$ cat src/rtl/seq_restoring_divider_if.sv
// ---------------------------------------------------------------------------
// seq_restoring_divider_if
// Request/result bundle for the sequential restoring divider.
//   master : drives start/dividend/divisor, observes the result
//   slave  : the divider itself
// Signals:
//   start    request a division (sampled on rising clk)
//   dividend DW-bit unsigned dividend
//   divisor  VW-bit unsigned divisor
//   busy     division in progress
//   done     one-cycle result-valid pulse
//   quotient DW-bit quotient, remainder VW-bit remainder
//   div_zero result came from a zero divisor
// ---------------------------------------------------------------------------
interface seq_restoring_divider_if #(
    parameter int DW = 8,
    parameter int VW = 4
);
    logic          start;
    logic [DW-1:0] dividend;
    logic [VW-1:0] divisor;
    logic          busy;
    logic          done;
    logic [DW-1:0] quotient;
    logic [VW-1:0] remainder;
    logic          div_zero;

    modport master (
        output start, dividend, divisor,
        input  busy, done, quotient, remainder, div_zero
    );

    modport slave (
        input  start, dividend, divisor,
        output busy, done, quotient, remainder, div_zero
    );
endinterface

$ cat src/rtl/seq_restoring_divider.sv
// ---------------------------------------------------------------------------
// seq_restoring_divider
// Unsigned restoring divider, one quotient bit per clock, MSB first.
// Ports:
//   clk    single clock, rising edge
//   rst_n  asynchronous active-low reset
//   bus    seq_restoring_divider_if.slave (request in, result out)
// Timing: a start accepted on edge A produces done after edge A+DW+1
// (one load edge, DW step edges, one commit edge). A zero divisor skips
// the step edges and commits after edge A+2.
// ---------------------------------------------------------------------------
module seq_restoring_divider #(
    parameter int DW = 8,
    parameter int VW = 4
) (
    input  logic                    clk,
    input  logic                    rst_n,
    seq_restoring_divider_if.slave  bus
);

    localparam logic [1:0] S_IDLE = 2'd0;
    localparam logic [1:0] S_RUN  = 2'd1;
    localparam logic [1:0] S_DONE = 2'd2;

    localparam int            CW     = $clog2(DW + 1);
    localparam logic [CW-1:0] C_LAST = CW'(DW);

    logic [1:0]    r_state;
    logic [CW-1:0] r_cnt;
    // Dividend shifts out of the top while quotient bits shift in at the
    // bottom, so after DW steps this register holds the quotient.
    logic [DW-1:0] r_dvd;
    logic [VW-1:0] r_div;
    // The settled partial remainder is always below the divisor, so VW bits
    // hold it; the VW+1-bit value only exists as the shifted trial operand.
    logic [VW-1:0] r_rem;
    // Zero-divisor latency: 1 = detected on the accept edge, 2 = commit next.
    logic [1:0]    r_zdly;
    logic [DW-1:0] r_quot;
    logic [VW-1:0] r_rmd;
    logic          r_dz;

    logic [VW:0]   w_shift;
    logic          w_ge;
    logic [VW-1:0] w_diff;

    assign w_shift = {r_rem, r_dvd[DW-1]};
    assign w_ge    = (w_shift >= {1'b0, r_div});
    // Only used when w_ge, where the true difference is below the divisor.
    assign w_diff  = w_shift[VW-1:0] - r_div;

    always_ff @(posedge clk or negedge rst_n) begin
        if (!rst_n) begin
            r_state <= S_IDLE;
            r_cnt   <= '0;
            r_dvd   <= '0;
            r_div   <= '0;
            r_rem   <= '0;
            r_zdly  <= '0;
            r_quot  <= '0;
            r_rmd   <= '0;
            r_dz    <= 1'b0;
        end else begin
            case (r_state)
                S_IDLE, S_DONE: begin
                    if (r_zdly == 2'd2) begin
                        r_zdly  <= 2'd0;
                        r_state <= S_DONE;
                        r_quot  <= '1;
                        r_rmd   <= r_dvd[VW-1:0];
                        r_dz    <= 1'b1;
                    end else if (r_zdly == 2'd1) begin
                        // start is not taken while a zero-divisor result
                        // is still on its way out
                        r_zdly  <= 2'd2;
                        r_state <= S_IDLE;
                    end else if (bus.start) begin
                        r_dvd <= bus.dividend;
                        r_div <= bus.divisor;
                        r_rem <= '0;
                        r_cnt <= '0;
                        r_dz  <= 1'b0;
                        if (bus.divisor == '0) begin
                            r_zdly  <= 2'd1;
                            r_state <= S_IDLE;
                        end else begin
                            r_state <= S_RUN;
                        end
                    end else begin
                        r_state <= S_IDLE;
                    end
                end
                S_RUN: begin
                    if (r_cnt == C_LAST) begin
                        r_state <= S_DONE;
                        r_quot  <= r_dvd;
                        r_rmd   <= r_rem;
                    end else begin
                        r_cnt <= r_cnt + CW'(1);
                        r_rem <= w_ge ? w_diff : w_shift[VW-1:0];
                        r_dvd <= {r_dvd[DW-2:0], w_ge};
                    end
                end
                default: r_state <= S_IDLE;
            endcase
        end
    end

    assign bus.busy      = (r_state == S_RUN);
    assign bus.done      = (r_state == S_DONE);
    assign bus.quotient  = r_quot;
    assign bus.remainder = r_rmd;
    assign bus.div_zero  = r_dz;

endmodule

$ cat src/flat_wrapper.sv
// flat-port wrapper written by rule: the top's interface ports become plain ports
module seq_restoring_divider_flat 
#(
    parameter int DW = 8,
    parameter int VW = 4
)
  (clk, rst_n, bus_start, bus_dividend, bus_divisor, bus_busy, bus_done, bus_quotient, bus_remainder, bus_div_zero);
  seq_restoring_divider_if #(.DW(DW), .VW(VW)) bus_i ();
  input  logic clk;
  input  logic rst_n;
  input wire logic [$bits(bus_i.start)-1:0] bus_start;
  input wire logic [$bits(bus_i.dividend)-1:0] bus_dividend;
  input wire logic [$bits(bus_i.divisor)-1:0] bus_divisor;
  output wire logic [$bits(bus_i.busy)-1:0] bus_busy;
  output wire logic [$bits(bus_i.done)-1:0] bus_done;
  output wire logic [$bits(bus_i.quotient)-1:0] bus_quotient;
  output wire logic [$bits(bus_i.remainder)-1:0] bus_remainder;
  output wire logic [$bits(bus_i.div_zero)-1:0] bus_div_zero;
  assign bus_i.start = bus_start;
  assign bus_i.dividend = bus_dividend;
  assign bus_i.divisor = bus_divisor;
  assign bus_busy = bus_i.busy;
  assign bus_done = bus_i.done;
  assign bus_quotient = bus_i.quotient;
  assign bus_remainder = bus_i.remainder;
  assign bus_div_zero = bus_i.div_zero;
  seq_restoring_divider #(.DW(DW), .VW(VW)) u_core (.clk(clk), .rst_n(rst_n), .bus(bus_i));
endmodule
$ cat config.mk
export PLATFORM = sky130hd
export DESIGN_NAME = seq_restoring_divider_flat
export DESIGN_NICKNAME = d
export VERILOG_FILES = /design/src/rtl/seq_restoring_divider_if.sv /design/src/rtl/seq_restoring_divider.sv /design/src/flat_wrapper.sv
export SDC_FILE = /design/constraint.sdc
export NUM_CORES = 1
export LEC_CHECK = 0
export BUFFER_PORTS_ARGS = -buffer_cell sky130_fd_sc_hd__buf_2
export CAP_MARGIN = 40
export CORE_ASPECT_RATIO = 2
export CORE_UTILIZATION = 25
export DETAILED_ROUTE_END_ITERATION = 16
export SETUP_SLACK_MARGIN = 0.1
export SLEW_MARGIN = 15
export SYNTH_ARGS = -nofsm -noshare
export SYNTH_HDL_FRONTEND = slang
export SYNTH_SLANG_ARGS = --single-unit
$ cat constraint.sdc
create_clock -name clk -period 3.9 [get_ports clk]
set_input_delay 0.585 -clock clk [delete_from_list [all_inputs] [get_ports clk]]
set_output_delay 0.585 -clock clk [all_outputs]
set_load 0.1 [all_outputs]
==> results of run 1 <==
==> worst register-to-register path: stages, from the launching register on <==
cell and delay, ns:
dfrtp_1 0.51, nand2b_2 0.41, inv_6 0.27, a2bb2oi_2 0.14
buf_6 0.18, a221o_1 0.35
==> metal layers <==
metal	up-vias	GRT usage, %	wire, µm
met1	687	11.3	1520
met3	6	2.92	193
met5	-	0	0
met4	0	5.21	78
li1	705	-	-
met2	37	19.2	2020
==> stage by stage <==
step	hold WS [ns]	cell area, µm²	util (%)	instances
after floorplan	0.289	1900	-	186
after global placement	0.472	2090	28.6	299
after detailed placement	0.455	2120	29.0	301
after CTS	0.157	2300	31.4	309
after global routing	0.164	2300	31.4	309
final	0.155	2300	31.4	309
==> placed cells by master (no fill, tap or decap), types with 2 or more instances in the layout <==
cell type and count:
o21ai_0 9, inv_1 11, clkbuf_16 5, nor4_1 3
nand2_1 24, mux2i_1 7, a21oi_1 10, a221o_1 3
nor3_1 2, ha_1 8, buf_2 29, mux2_2 5
nor2_1 28, dfrtp_1 37, nand3_1 2, o31ai_1 3
a31oi_1 6
==> sequential cells by signal (all words and copies together), names as in the netlist <==
signal                cells
u_core.r_rem              4
u_core.bus.quotient       8
u_core.r_zdly             2
u_core.r_cnt              4
u_core.bus.div_zero       1
u_core.bus.remainder      4
u_core.r_dvd              8
u_core.r_div              4
u_core.r_state            2
==> logic make-up (layout without fill, tap and decap cells) <==
group           count (synthesis)  after routing  synth area share, %
buf+inv                        20             51                 6.25
simple gates                   69             69                 17.6
mux                            12             12                 6.65
xor+xnor                        1              1                0.461
flops                          37             37                 48.7
fa+ha+maj                       9              9                 6.32
compound gates                 38             38                 14.0
==> how the worst max path moves through the flow <==
stage / startpoint / end / slack (ns) / depth (start not counted)
floorplan: u_core.r_state[0] / bus_done / 2.06 / 1
global placement: u_core.r_state[0] / u_core.r_cnt[2] / 1.65 / 5
detailed placement: u_core.r_state[0] / bus_busy / 1.66 / 3
CTS: u_core.r_state[0] / bus_busy / 1.36 / 3
global route: u_core.r_state[0] / bus_busy / 1.26 / 3
finish: u_core.r_state[0] / bus_busy / 1.39 / 3
==> cell type report <==
cell class | instances | share of cell area [%]
Sequential cell | 37 | 40.3
Multi-Input combinational cell | 129 | 37.3
Timing Repair Buffer | 31 | 7.68
Clock buffer | 7 | 6.21
Tap cell | 92 | 5.01
Inverter | 12 | 2.18
Clock inverter | 1 | 1.31
==> flow_summary.yaml, run 1 <==
outcome:
  status: "completed"
finish:
  antenna_cells: 0
  drive_gt1_share_pct: 24.4
  fillers: 781
  ff_latch_area_um2: 926
  layout.nets: 240
  multi_input_area_um2: 856
  syn2layout_area_growth_pct: 20.8
logic_synthesis:
  yosysMostFrequentCell: "dfrtp_1"
  syn_nets: 210
  synth_cell_types: 40
  synth_commonest_cells: "37 x dfrtp_1, 28 x nor2_1, 24 x nand2_1, 11 x inv_1, 10 x a21oi_1"
  ys.flop_type: "dfrtp_1"
  synth.area.top_cells: "dfrtp_1 49%, nor2_1 5.5%, ha_1 5.3%"
  syn_avg_cell_area_um2: 10.2
  ys_warn_count: 0
  synth-seq-cells: 37
  synth_edf_count: 0
  async_flop_share_pct: 100
  synth_top_area_cell: "dfrtp_1"
  syn_area_mm2: 0.00190
  synth_cells: 186
  seq_area_frac_synth_pct: 48.7
  synth_top_area_share_pct: 48.7
setup_path:
  end_kind: "output port"
  reg2reg_depth: 5
  crit_chain: "nand2b_2 > inv_6 > buf_2"
  cp_num_buf_inv: 2
  reg2reg_from: "u_core.r_state[0]"
  path_max_fanout: 23
  crit_family: "buffers and inverters"
  cp.required_ns: 3.31
  critical-path-slowest-cell: "dfrtp_1"
  worst-setup-path-type: "reg -> out"
  cp.arrival_ns: 1.93
  start_kind: "flop"
  ff2ff_setup_slack_ns: 1.95
  reg2reg_to: "u_core.r_rem[1]"
  critPathMaxStageDelay_ns: 0.51
grt:
  antenna_found_initial: 0
  grt_use_total_pct: 10.8
  overflow: 0
  first_global_vias: 1461
  grt_max_degree: 30
  grt_pass1_wl_um: 6580
drt:
  drc: 0
  wl_per_cell_um: 12.3
  drt_iter0_drc: 108
  firstDrtPassIters: 4
  vias: 1435
  drtAntennaViolNets: 0
  via_per_inst: 4.64
  finalWirelength_um: 3810
cts:
  htree_levels: 2
  ctsHoldBuffers: 0
  ctsResizeCount: 0
  clk_path_buf_depth: 2
  cts_tree: "yes"
  cts_buffers: 5
  insertion_delay_ns: 0.28
  cts.sinks: 37
  root_buffer: "clkbuf_16"
  cts_setup_buffers: 0
  clk_pin_slew_ns: 0.05
sta:
  slew_headroom_pct: 53.8
  tightest_slew_ns: 0.693
  worst_slack_ns: 1.39
  fin_crit_ns: 2.51
  fin_worst_skew_ns: 0.00428
  hold_viol: 0
  fin_crit_sh_pct: 64.4
  fmax_ghz: 0.398
  setup-violations-final: 0
  maxSlewViolCount: 0
  fin_setup_tns_ns: 0
  rsz0062_at_grt: "false"
place:
  hpwlAfterDp_um: 2910
  dp_slack_ns: 1.66
  port_buffers: 29
  routabilityCongestion: 0.766
die:
  core_mm2: 0.00732
  io_pins: 30
  die_h_um: 125
  rows: 44
  start_util_pct: 26.0
  die-area_mm2: 0.00798
  fp.dieW_um: 63.7
hold_path:
  holdCritPathClass: "in -> async"
flow_run:
  drv_cap: 0
Power of run 1 is left out: the tool's default activity adds up to more than one toggle a clock period on the data nets, which glitch-free logic cannot reach.
==> run 2, diff against run 1 <==
Clock period 3.9 ns to 2.55 ns, I/O delays scaled along.
==> run 2 against run 1 <==
Non-clock buffer count rose by 2. Register-to-register slack got worse by 1.3 ns. Worst hold slack improved by 0.20 ns. Via count fell by 0.91%. Clock skew fell by 0.0015 ns. Final cell count rose by 0.65%. Clock-buffer cell count fell by 1. Core utilization fell by 0.22 points. Cell area fell by 0.71%. Flip-flop and latch count did not move.
==> flow_summary.yaml, run 2 (same netlist as run 1, synthesis figures left out) <==
drt:
  firstDrtPassIters: 4
  drt_iter0_drc: 68
  drc: 0
  wl_per_cell_um: 12.6
  vias: 1422
  finalWirelength_um: 3900
  via_per_inst: 4.57
  drtAntennaViolNets: 0
cts:
  ctsResizeCount: 0
  cts_tree: "yes"
  clk_path_buf_depth: 2
  htree_levels: 2
  cts_buffers: 5
  cts_setup_buffers: 0
  root_buffer: "clkbuf_16"
  clk_pin_slew_ns: 0.05
  cts.sinks: 37
  insertion_delay_ns: 0.28
setup_path:
  crit_chain: "nand2b_2 > inv_6 > buf_2"
  cp.required_ns: 2.17
  cp.arrival_ns: 1.57
  end_kind: "output port"
  start_kind: "flop"
  path_max_fanout: 11
  critical-path-slowest-cell: "dfrtp_1"
  critPathMaxStageDelay_ns: 0.51
  ff2ff_setup_slack_ns: 0.67
  worst-setup-path-type: "reg -> out"
place:
  port_buffers: 29
  routabilityCongestion: 0.770
  hpwlAfterDp_um: 2880
grt:
  grt_pass1_wl_um: 6880
  antenna_found_initial: 0
  first_global_vias: 1521
  overflow: 0
  grt_max_degree: 31
  grt_use_total_pct: 11.1
finish:
  multi_input_area_um2: 856
  fillers: 761
  final_common_cell: "dfrtp_1"
  ff_latch_area_um2: 926
  fin_util_pct: 31.1
  drive_gt1_share_pct: 24.7
  antenna_cells: 0
  final_cell_mix: "37 x dfrtp_1, 29 x buf_2, 28 x nor2_1"
  layout.nets: 242
  syn2layout_area_growth_pct: 19.9
sta:
  setup-violations-final: 0
  slew_headroom_pct: 50.9
  fin_setup_tns_ns: 0
  tightest_slew_ns: 0.737
  fin_worst_skew_ns: 0.00279
  fin_crit_ns: 1.95
  hold_viol: 0
  rsz0062_at_grt: "false"
  fmax_ghz: 0.512
  fin_crit_sh_pct: 76.7
  maxSlewViolCount: 0
die:
  core_mm2: 0.00732
  start_util_pct: 26.0
  rows: 44
  io_pins: 30
  die_h_um: 125
  fp.dieW_um: 63.7
  die-area_mm2: 0.00798
hold_path:
  holdCritPathClass: "in -> reg"
outcome:
  status: "completed"
flow_run:
  drv_cap: 0
-- run 2: critical path: cells and delay by family, from the launching register on --
kind,cells,cell delay (ns)
buffers and inverters,2,0.61
DFF,1,0.51
and+or+nand+nor,1,0.18
-- run 2: metal layers --
layer | routed length (µm) | global-route usage, % | up-vias
li1 | - | - | 704
met1 | 1620 | 11.8 | 680
met2 | 2070 | 19.6 | 33
met3 | 144 | 2.83 | 5
met4 | 73 | 5.35 | 0
met5 | 0 | 0 | -
-- run 2: worst paths after layout --
path                                   start                 endpoint  depth (start not counted)
max reg2reg                 u_core.r_zdly[0]          u_core.r_rem[1]                          5
min in group asynchronous              rst_n          u_core.r_cnt[3]                          2
min reg2reg                  u_core.r_dvd[7]          u_core.r_dvd[7]                          2
max in group asynchronous              rst_n  u_core.bus.remainder[0]                          3
min                           bus_divisor[0]          u_core.r_div[0]                          2
max                        u_core.r_state[0]                 bus_busy                          3
-- run 2: what timing repair did --
action | in CTS | in global routing
endpoints found under the setup margin | 0 | 0
hold buffers | 1 | 0
endpoints found under the hold margin | 7 | 0
-- run 2: area by class of cell --
class | count | area share, %
multi-input combinational | 129 | 37.5
sequential | 37 | 40.6
tap | 92 | 5.05
clock buffer | 6 | 5.65
timing repair buffer | 33 | 8.51
inverter | 12 | 2.20
clock inverter | 2 | 0.439
-- run 2: metrics by stage --
| stage | std cells | hold WS (ns) | instance area (µm²) | setup slack, ns |
|---|---|---|---|---|
| after global routing | 311 | 0.360 | 2280 | 0.505 |
| after global placement | 300 | 0.471 | 2100 | 0.615 |
| after detailed placement | 301 | 0.246 | 2120 | 0.536 |
| after floorplan | 186 | 0.0869 | 1900 | 0.851 |
| final | 311 | 0.352 | 2280 | 0.595 |
| after CTS | 310 | 0.352 | 2270 | 0.529 |
Power of run 2 is left out for the same reason.
